**src/rtl/keypad_insn_in_if.sv**
```systemverilog
// rtl/keypad_insn_in_if.sv - keypad/ENTER inputs and instruction word outputs of keypad_insn_in
//
// Purpose : bundles the keypad scan lines, the ENTER button and the
//           assembled-instruction outputs into one port.
// Signals : col         [3:0]  keypad columns, active-low, asynchronous
//           enter              ENTER button, active-high, asynchronous, bouncy
//           row         [3:0]  keypad rows, active-low one-hot drive
//           insn        [15:0] assembled instruction word, newest digit in [3:0]
//           insn_valid         one-cycle pulse, insn stable while high
//           digit_count [2:0]  digits entered since last ENTER, saturates at 4
// Modports: master = keypad_insn_in, slave = keypad/loader side

interface keypad_insn_in_if;
   logic [3:0]  col;
   logic        enter;
   logic [3:0]  row;
   logic [15:0] insn;
   logic        insn_valid;
   logic [2:0]  digit_count;

   modport master (
      input  col,
      input  enter,
      output row,
      output insn,
      output insn_valid,
      output digit_count
   );

   modport slave (
      output col,
      output enter,
      input  row,
      input  insn,
      input  insn_valid,
      input  digit_count
   );
endinterface

```
**src/rtl/keypad_insn_in.sv**
```systemverilog
// rtl/keypad_insn_in.sv - 4x4 hex keypad scanner/debouncer assembling a 16-bit instruction word
//
// Purpose : scans an active-low 4x4 hex keypad, debounces presses, shifts
//           each accepted digit into a 16-bit word and pulses insn_valid
//           once per debounced ENTER press.
// Params  : SCAN_MSB - row slot is 2^(SCAN_MSB+1) clk cycles
//           DB_BITS  - debounce window is 2^DB_BITS stable cycles
// Ports   : clk - system clock
//           res - asynchronous active-high reset
//           kp  - keypad_insn_in_if.master (col/enter in, row/insn/insn_valid/digit_count out)
// Option  : INSN_IN_AUTOCLR_EN - when defined, insn is cleared the cycle
//           after insn_valid so every instruction starts from a blank word.

module keypad_insn_in #(
   parameter int SCAN_MSB = 16,
   parameter int DB_BITS  = 18
) (
   input logic               clk,
   input logic               res,
   keypad_insn_in_if.master  kp
);

   typedef enum logic [1:0] {
      KP_SCAN     = 2'd0,
      KP_DEBOUNCE = 2'd1,
      KP_HOLD     = 2'd2
   } kp_state_t;

   typedef enum logic [1:0] {
      EN_IDLE  = 2'd0,
      EN_DB    = 2'd1,
      EN_REARM = 2'd2
   } en_state_t;

   logic [3:0]          r_col_s1;
   logic [3:0]          r_col_s2;
   logic                r_en_s1;
   logic                r_en_s2;
   logic [SCAN_MSB:0]   r_scan_cnt;
   logic [1:0]          r_row_idx;
   logic [1:0]          r_col_idx;
   logic [3:0]          r_pat;
   kp_state_t           r_kp_state;
   logic [DB_BITS-1:0]  r_kp_cnt;
   en_state_t           r_en_state;
   logic [DB_BITS-1:0]  r_en_cnt;
   logic [15:0]         r_insn;
   logic                r_insn_valid;
   logic [2:0]          r_digit_count;

   logic                w_slot_end;
   logic                w_single_low;
   logic [1:0]          w_col_idx;
   logic [3:0]          w_key;
   kp_state_t           w_kp_state_nx;
   logic [DB_BITS-1:0]  w_kp_cnt_nx;
   logic                w_latch;
   logic                w_row_adv;
   logic                w_accept;
   en_state_t           w_en_state_nx;
   logic [DB_BITS-1:0]  w_en_cnt_nx;
   logic                w_fire;
   logic [15:0]         w_insn_base;
   logic [15:0]         w_insn_nx;
   logic [2:0]          w_count_base;
   logic [2:0]          w_count_nx;

   assign w_slot_end = &r_scan_cnt;
   assign w_key      = {r_row_idx, r_col_idx};

   assign kp.row         = ~(4'b0001 << r_row_idx);
   assign kp.insn        = r_insn;
   assign kp.insn_valid  = r_insn_valid;
   assign kp.digit_count = r_digit_count;

   // Only a single low column is a usable key; two or more low columns on
   // one row are ghosting/multi-press and are ignored.
   always_comb begin
      w_single_low = 1'b1;
      w_col_idx    = 2'd0;
      case (r_col_s2)
         4'b1110: w_col_idx = 2'd0;
         4'b1101: w_col_idx = 2'd1;
         4'b1011: w_col_idx = 2'd2;
         4'b0111: w_col_idx = 2'd3;
         default: w_single_low = 1'b0;
      endcase
   end

   // Keypad FSM: the row drive is frozen outside SCAN because row_idx only
   // advances on a SCAN slot end that found no single key.
   always_comb begin
      w_kp_state_nx = r_kp_state;
      w_kp_cnt_nx   = r_kp_cnt;
      w_latch       = 1'b0;
      w_row_adv     = 1'b0;
      w_accept      = 1'b0;
      case (r_kp_state)
         KP_SCAN: begin
            if (w_slot_end) begin
               if (w_single_low) begin
                  w_latch       = 1'b1;
                  w_kp_cnt_nx   = '0;
                  w_kp_state_nx = KP_DEBOUNCE;
               end else begin
                  w_row_adv = 1'b1;
               end
            end
         end
         KP_DEBOUNCE: begin
            if (r_col_s2 == r_pat) begin
               w_kp_cnt_nx = r_kp_cnt + 1'b1;
               if (&r_kp_cnt) begin
                  w_accept      = 1'b1;
                  w_kp_state_nx = KP_HOLD;
               end
            end else begin
               w_kp_cnt_nx   = '0;
               w_kp_state_nx = KP_SCAN;
            end
         end
         KP_HOLD: begin
            if (r_col_s2 == 4'hF) begin
               w_kp_cnt_nx = r_kp_cnt + 1'b1;
               if (&r_kp_cnt) begin
                  w_kp_state_nx = KP_SCAN;
               end
            end else begin
               w_kp_cnt_nx = '0;
            end
         end
         default: begin
            w_kp_cnt_nx   = '0;
            w_kp_state_nx = KP_SCAN;
         end
      endcase
   end

   // ENTER FSM: IDLE is only reached after a stable-low window, so a high
   // level seen in IDLE is a genuine rising edge.
   always_comb begin
      w_en_state_nx = r_en_state;
      w_en_cnt_nx   = r_en_cnt;
      w_fire        = 1'b0;
      case (r_en_state)
         EN_IDLE: begin
            if (r_en_s2) begin
               w_en_cnt_nx   = '0;
               w_en_state_nx = EN_DB;
            end
         end
         EN_DB: begin
            if (r_en_s2) begin
               w_en_cnt_nx = r_en_cnt + 1'b1;
               if (&r_en_cnt) begin
                  w_fire        = 1'b1;
                  w_en_state_nx = EN_REARM;
               end
            end else begin
               w_en_cnt_nx   = '0;
               w_en_state_nx = EN_IDLE;
            end
         end
         EN_REARM: begin
            if (!r_en_s2) begin
               w_en_cnt_nx = r_en_cnt + 1'b1;
               if (&r_en_cnt) begin
                  w_en_state_nx = EN_IDLE;
               end
            end else begin
               w_en_cnt_nx = '0;
            end
         end
         default: begin
            w_en_cnt_nx   = '0;
            w_en_state_nx = EN_IDLE;
         end
      endcase
   end

   // The word/count seen by a digit accept is the post-ENTER one, so an
   // accept coinciding with insn_valid lands on top of the cleared state.
   always_comb begin
      w_count_base = r_insn_valid ? 3'd0 : r_digit_count;
`ifdef INSN_IN_AUTOCLR_EN
      w_insn_base  = r_insn_valid ? 16'h0000 : r_insn;
`else
      w_insn_base  = r_insn;
`endif
      w_insn_nx    = w_insn_base;
      w_count_nx   = w_count_base;
      if (w_accept) begin
         w_insn_nx  = {w_insn_base[11:0], w_key};
         w_count_nx = (w_count_base == 3'd4) ? 3'd4 : w_count_base + 3'd1;
      end
   end

   always_ff @(posedge clk or posedge res) begin
      if (res) begin
         r_col_s1      <= 4'hF;
         r_col_s2      <= 4'hF;
         r_en_s1       <= 1'b0;
         r_en_s2       <= 1'b0;
         r_scan_cnt    <= '0;
         r_row_idx     <= 2'd0;
         r_col_idx     <= 2'd0;
         r_pat         <= 4'hF;
         r_kp_state    <= KP_SCAN;
         r_kp_cnt      <= '0;
         r_en_state    <= EN_IDLE;
         r_en_cnt      <= '0;
         r_insn        <= 16'h0000;
         r_insn_valid  <= 1'b0;
         r_digit_count <= 3'd0;
      end else begin
         r_col_s1      <= kp.col;
         r_col_s2      <= r_col_s1;
         r_en_s1       <= kp.enter;
         r_en_s2       <= r_en_s1;
         r_scan_cnt    <= r_scan_cnt + 1'b1;
         if (w_row_adv) begin
            r_row_idx <= r_row_idx + 2'd1;
         end
         if (w_latch) begin
            r_col_idx <= w_col_idx;
            r_pat     <= r_col_s2;
         end
         r_kp_state    <= w_kp_state_nx;
         r_kp_cnt      <= w_kp_cnt_nx;
         r_en_state    <= w_en_state_nx;
         r_en_cnt      <= w_en_cnt_nx;
         r_insn        <= w_insn_nx;
         r_insn_valid  <= w_fire;
         r_digit_count <= w_count_nx;
      end
   end

endmodule
```
**src/flat_wrapper.sv**
```systemverilog
// flat-port wrapper written by rule: the top's interface ports become plain ports
module keypad_insn_in_flat 
#(
   parameter int SCAN_MSB = 16,
   parameter int DB_BITS  = 18
)
  (clk, res, kp_col, kp_enter, kp_row, kp_insn, kp_insn_valid, kp_digit_count);
  keypad_insn_in_if kp_i ();
  input logic clk;
  input logic res;
  input wire logic [$bits(kp_i.col)-1:0] kp_col;
  input wire logic [$bits(kp_i.enter)-1:0] kp_enter;
  output wire logic [$bits(kp_i.row)-1:0] kp_row;
  output wire logic [$bits(kp_i.insn)-1:0] kp_insn;
  output wire logic [$bits(kp_i.insn_valid)-1:0] kp_insn_valid;
  output wire logic [$bits(kp_i.digit_count)-1:0] kp_digit_count;
  assign kp_i.col = kp_col;
  assign kp_i.enter = kp_enter;
  assign kp_row = kp_i.row;
  assign kp_insn = kp_i.insn;
  assign kp_insn_valid = kp_i.insn_valid;
  assign kp_digit_count = kp_i.digit_count;
  keypad_insn_in #(.SCAN_MSB(SCAN_MSB), .DB_BITS(DB_BITS)) u_core (.clk(clk), .res(res), .kp(kp_i));
endmodule
```
**config.mk**
```make
export PLATFORM = sky130hd
export DESIGN_NAME = keypad_insn_in_flat
export DESIGN_NICKNAME = d
export VERILOG_FILES = /design/src/rtl/keypad_insn_in_if.sv /design/src/rtl/keypad_insn_in.sv /design/src/flat_wrapper.sv
export SDC_FILE = /design/constraint.sdc
export NUM_CORES = 1
export LEC_CHECK = 0
export ABC_AREA = 1
export ABC_CLOCK_PERIOD_IN_PS = 3830
export CORE_MARGIN = 4
export CORE_UTILIZATION = 50
export CTS_CLUSTER_DIAMETER = 150
export DETAILED_ROUTE_END_ITERATION = 8
export PLACE_DENSITY = 0.69
export SLEW_MARGIN = 20
export SYNTH_ARGS = -nofsm -noshare
export SYNTH_HDL_FRONTEND = slang
export SYNTH_SLANG_ARGS = --single-unit
```
**constraint.sdc**
```tcl
create_clock -name clk -period 3.83 [get_ports clk]
set_input_delay 0.766 -clock clk [delete_from_list [all_inputs] [get_ports clk]]
set_output_delay 0.766 -clock clk [all_outputs]
set_load 0.01 [all_outputs]
```
==> results.json <==
{
  "antenna_left": 0,
  "power.density_nw_per_um2": 351,
  "vias_per_cell": 4.88,
  "chipHeight_um": 106,
  "gp_congestion": 0.857,
  "drt-initial-drc-count": 177,
  "start_util_pct": 51.7,
  "overflow": 0,
  "core_sq_um": 9330,
  "yosys-top-cells-area": "dfrtp_1 43%, nand2_1 14%, dfstp_2 6.5%, inv_1 6.5%, nor2_1 5.1%",
  "firstDrtPassIters": 4,
  "synth-main-ff-cell": "dfrtp_1",
  "vias": 3716,
  "pwr-share-comb_pct": 11.1,
  "netlist_area_sq_um": 4820,
  "clkLatencyLatePin_ns": 0.36,
  "clkTransAtPathRegs_ns": 0.09,
  "rsz0062_at_grt": "false",
  "ys_async_sr_fraction_pct": 100,
  "hold_buffers": 0,
  "cp.arrival_ns": 2.86,
  "synthMostInstantiatedCell": "nand2_1",
  "diodes": 0,
  "crit_type": "register to register",
  "remaining_drc_errors": 0,
  "setup_viol": 0,
  "synth_top_area_share_pct": 43.1,
  "cts.sinks": 95,
  "placed_cells": 746,
  "drv_slew": 0,
  "gr-usage-all-layers_pct": 16.7,
  "io_pins": 31,
  "regArea_sq_um": 2390,
  "cts_made_buffers": 9,
  "ys_ff_latch": 95,
  "pwr-share-seq_pct": 54.5,
  "finalCritPeriodShare_pct": 68.1,
  "tightest_slew_ns": 0.830,
  "dieWidth_um": 106,
  "setup_tns_ns": 0,
  "synthesis.nets": 616,
  "synth_largest_area_cell": "dfrtp_1",
  "areaGrowthSynthToFinish_pct": 12.7,
  "switchingPower_uw": 515,
  "final.min_clock_period_ns": 2.61,
  "max_cap_viol_count": 0,
  "h-tree-depth": 3,
  "yosys_warnings": 0,
  "place_ws_ns": 1.17,
  "p_int_uw": 1390,
  "synth_common_cells": "180 x nand2_1, 83 x dfrtp_1, 83 x inv_1",
  "drive_above_1_share_pct": 8.21,
  "fin_nets": 651,
  "finalHoldViolCount": 0,
  "placement_rows": 35,
  "tritoncts": "yes",
  "stdcell_area_sq_um": 5430,
  "grt_pass1_wl_um": 15600,
  "postSynthAreaPerCell_sq_um": 8.13,
  "ir_drop_uv": 182,
  "postSynthCellCount": 593,
  "synth_edf_count": 0,
  "min_path_cells": 0,
  "start_kind": "register",
  "clockBufferDepth": 2,
  "worstHoldPathType": "register to register",
  "worstPathRequired_ns": 4.08,
  "io_buffers": 30,
  "reg2reg_depth": 13,
  "leakagePower_uw": 0.00258,
  "fin_worst_hold_slack_ns": 0.355,
  "final.fill_count": 865,
  "postCtsSetupBuffers": 0,
  "root_buffer": "clkbuf_8",
  "grt_pass1_vias": 3597,
  "multiInputGateArea_sq_um": 2030,
  "finClkSkew_ns": 0.0114,
  "drt_wl_total_um": 8590,
  "ctsResizeCount": 0,
  "sw_frac_of_total_pct": 27.0,
  "yosysSeqAreaShare_pct": 49.6,
  "status": "completed",
  "dp_hpwl_um": 6300,
  "p_clk_share_pct": 34.4,
  "grt_start_max_net_pins": 51,
  "yosys.cell_types.count": 34,
  "end_kind": "register",
  "timing.fmax_mhz": 383,
  "stdcell_count": 762,
  "placed_area_sq_um": 5240,
  "fin_ws_ns": 1.22,
  "wire_per_inst_um": 11.3,
  "relSlewSlack_pct": 44.6,
  "antenna_found_initial": 0,
  "crit_fanout": 23,
  "die_area_sq_um": 11300
}
-- cell type report --
cell class | instances | share of cell area (%)
clock buffers | 10 | 2.35
clock inverters | 6 | 1.27
inverters | 88 | 6.10
multi-input cells | 403 | 37.4
flip-flops and latches | 95 | 44.0
well taps | 129 | 2.97
repair buffers | 31 | 5.90
-- registers in the layout, indices dropped and copies added, names as in the netlist --
signal and flops:
u_core.kp.digit_count 3, u_core.kp.insn 16, u_core.kp.insn_valid 1, u_core.r_col_idx 2
u_core.r_col_s1 4, u_core.r_col_s2 4, u_core.r_en_cnt 18, u_core.r_en_s1 1
u_core.r_en_s2 1, u_core.r_en_state 2, u_core.r_kp_cnt 18, u_core.r_kp_state 2
u_core.r_pat 4, u_core.r_row_idx 2, u_core.r_scan_cnt 17
-- worst max-delay path, cell delays in order (launching register included) --
cell	delay [ns]
dfrtp_1	0.37
ha_1	0.19
nand3_1	0.11
nor2_1	0.13
nand4_1	0.13
nor2_1	0.14
nand2_1	0.10
nor3b_1	0.21
ha_1	0.25
nand2_1	0.08
nand2_2	0.32
nand2_2	0.17
inv_1	0.22
nor2_1	0.07
-- path summary, 6_finish.rpt --
check | start | endpoint | slack, ns
worst max-delay path | u_core.r_scan_cnt[0] | u_core.r_kp_cnt[12] | 1.22
worst min-delay path | u_core.r_en_s1 | u_core.r_en_s2 | 0.36
min in group asynchronous | res | u_core.r_en_cnt[11] | 0.87
worst max register to register | u_core.r_scan_cnt[0] | u_core.r_kp_cnt[12] | 1.22
max in group asynchronous | res | u_core.r_pat[0] | 2.20
worst min register to register | u_core.r_en_s1 | u_core.r_en_s2 | 0.36
-- cell usage in the layout, fill, tap and decap left out, types with 2 or more instances in the layout --
master / Yosys / final
inv_1: 83 / 82
nor2_1: 65 / 65
nor4_1: 2 / 2
dfrtp_1: 83 / 83
o211a_1: 2 / 2
nand3b_1: 3 / 3
nand2_1: 180 / 180
nand2_2: 3 / 3
o21ai_2: 8 / 8
nor3b_1: 2 / 2
o21bai_1: 5 / 5
xnor2_1: 7 / 7
nand3_2: 2 / 2
dfstp_2: 12 / 12
ha_1: 16 / 16
clkdlybuf4s50_1: 0 / 30
nor3_1: 8 / 8
nand4_1: 11 / 11
o21ai_0: 20 / 20
clkinv_2: 0 / 2
nor2_4: 3 / 3
xor2_1: 11 / 11
inv_2: 4 / 4
clkbuf_8: 0 / 9
nand3_1: 38 / 38
a21oi_1: 11 / 11
clkinv_4: 0 / 2
-- logic make-up after synthesis --
family | share of synthesized area [%]
DFF | 49.6
AOI/OAI and AO/OA | 6.13
buffers and inverters | 8.21
and+or+nand+nor | 28.6
xor gates and xnor gates | 3.27
adders and majority gates | 4.15
-- metrics by stage --
stage | util (%) | power, uW
after floorplan | - | 1220
after global placement | 56.1 | 1270
after detailed placement | 56.1 | 1270
after CTS | 58.2 | 1930
after global routing | 58.2 | 2010
final | 58.2 | 1910
-- layer usage --
metal / global-route usage, % / share of wire (%) / vias up
met1: 21.6 / 49 / 1747
met3: 3.04 / 3.5 / 9
met2: 28.4 / 47 / 46
met4: 5.27 / 1.2 / 0
li1: - / - / 1914
met5: 0 / 0 / -
-- power groups by stage --
| stage | clock network, uW | registers (uW) | logic, uW |
|---|---|---|---|
| CTS | 675 | 1040 | 215 |
| floorplan | 0 | 1060 | 162 |
| global route | 717 | 1040 | 247 |
| finish | 656 | 1040 | 213 |
| detailed placement | 0 | 1060 | 214 |
| global placement | 0 | 1060 | 206 |
Power figures use the tool's default switching activity.
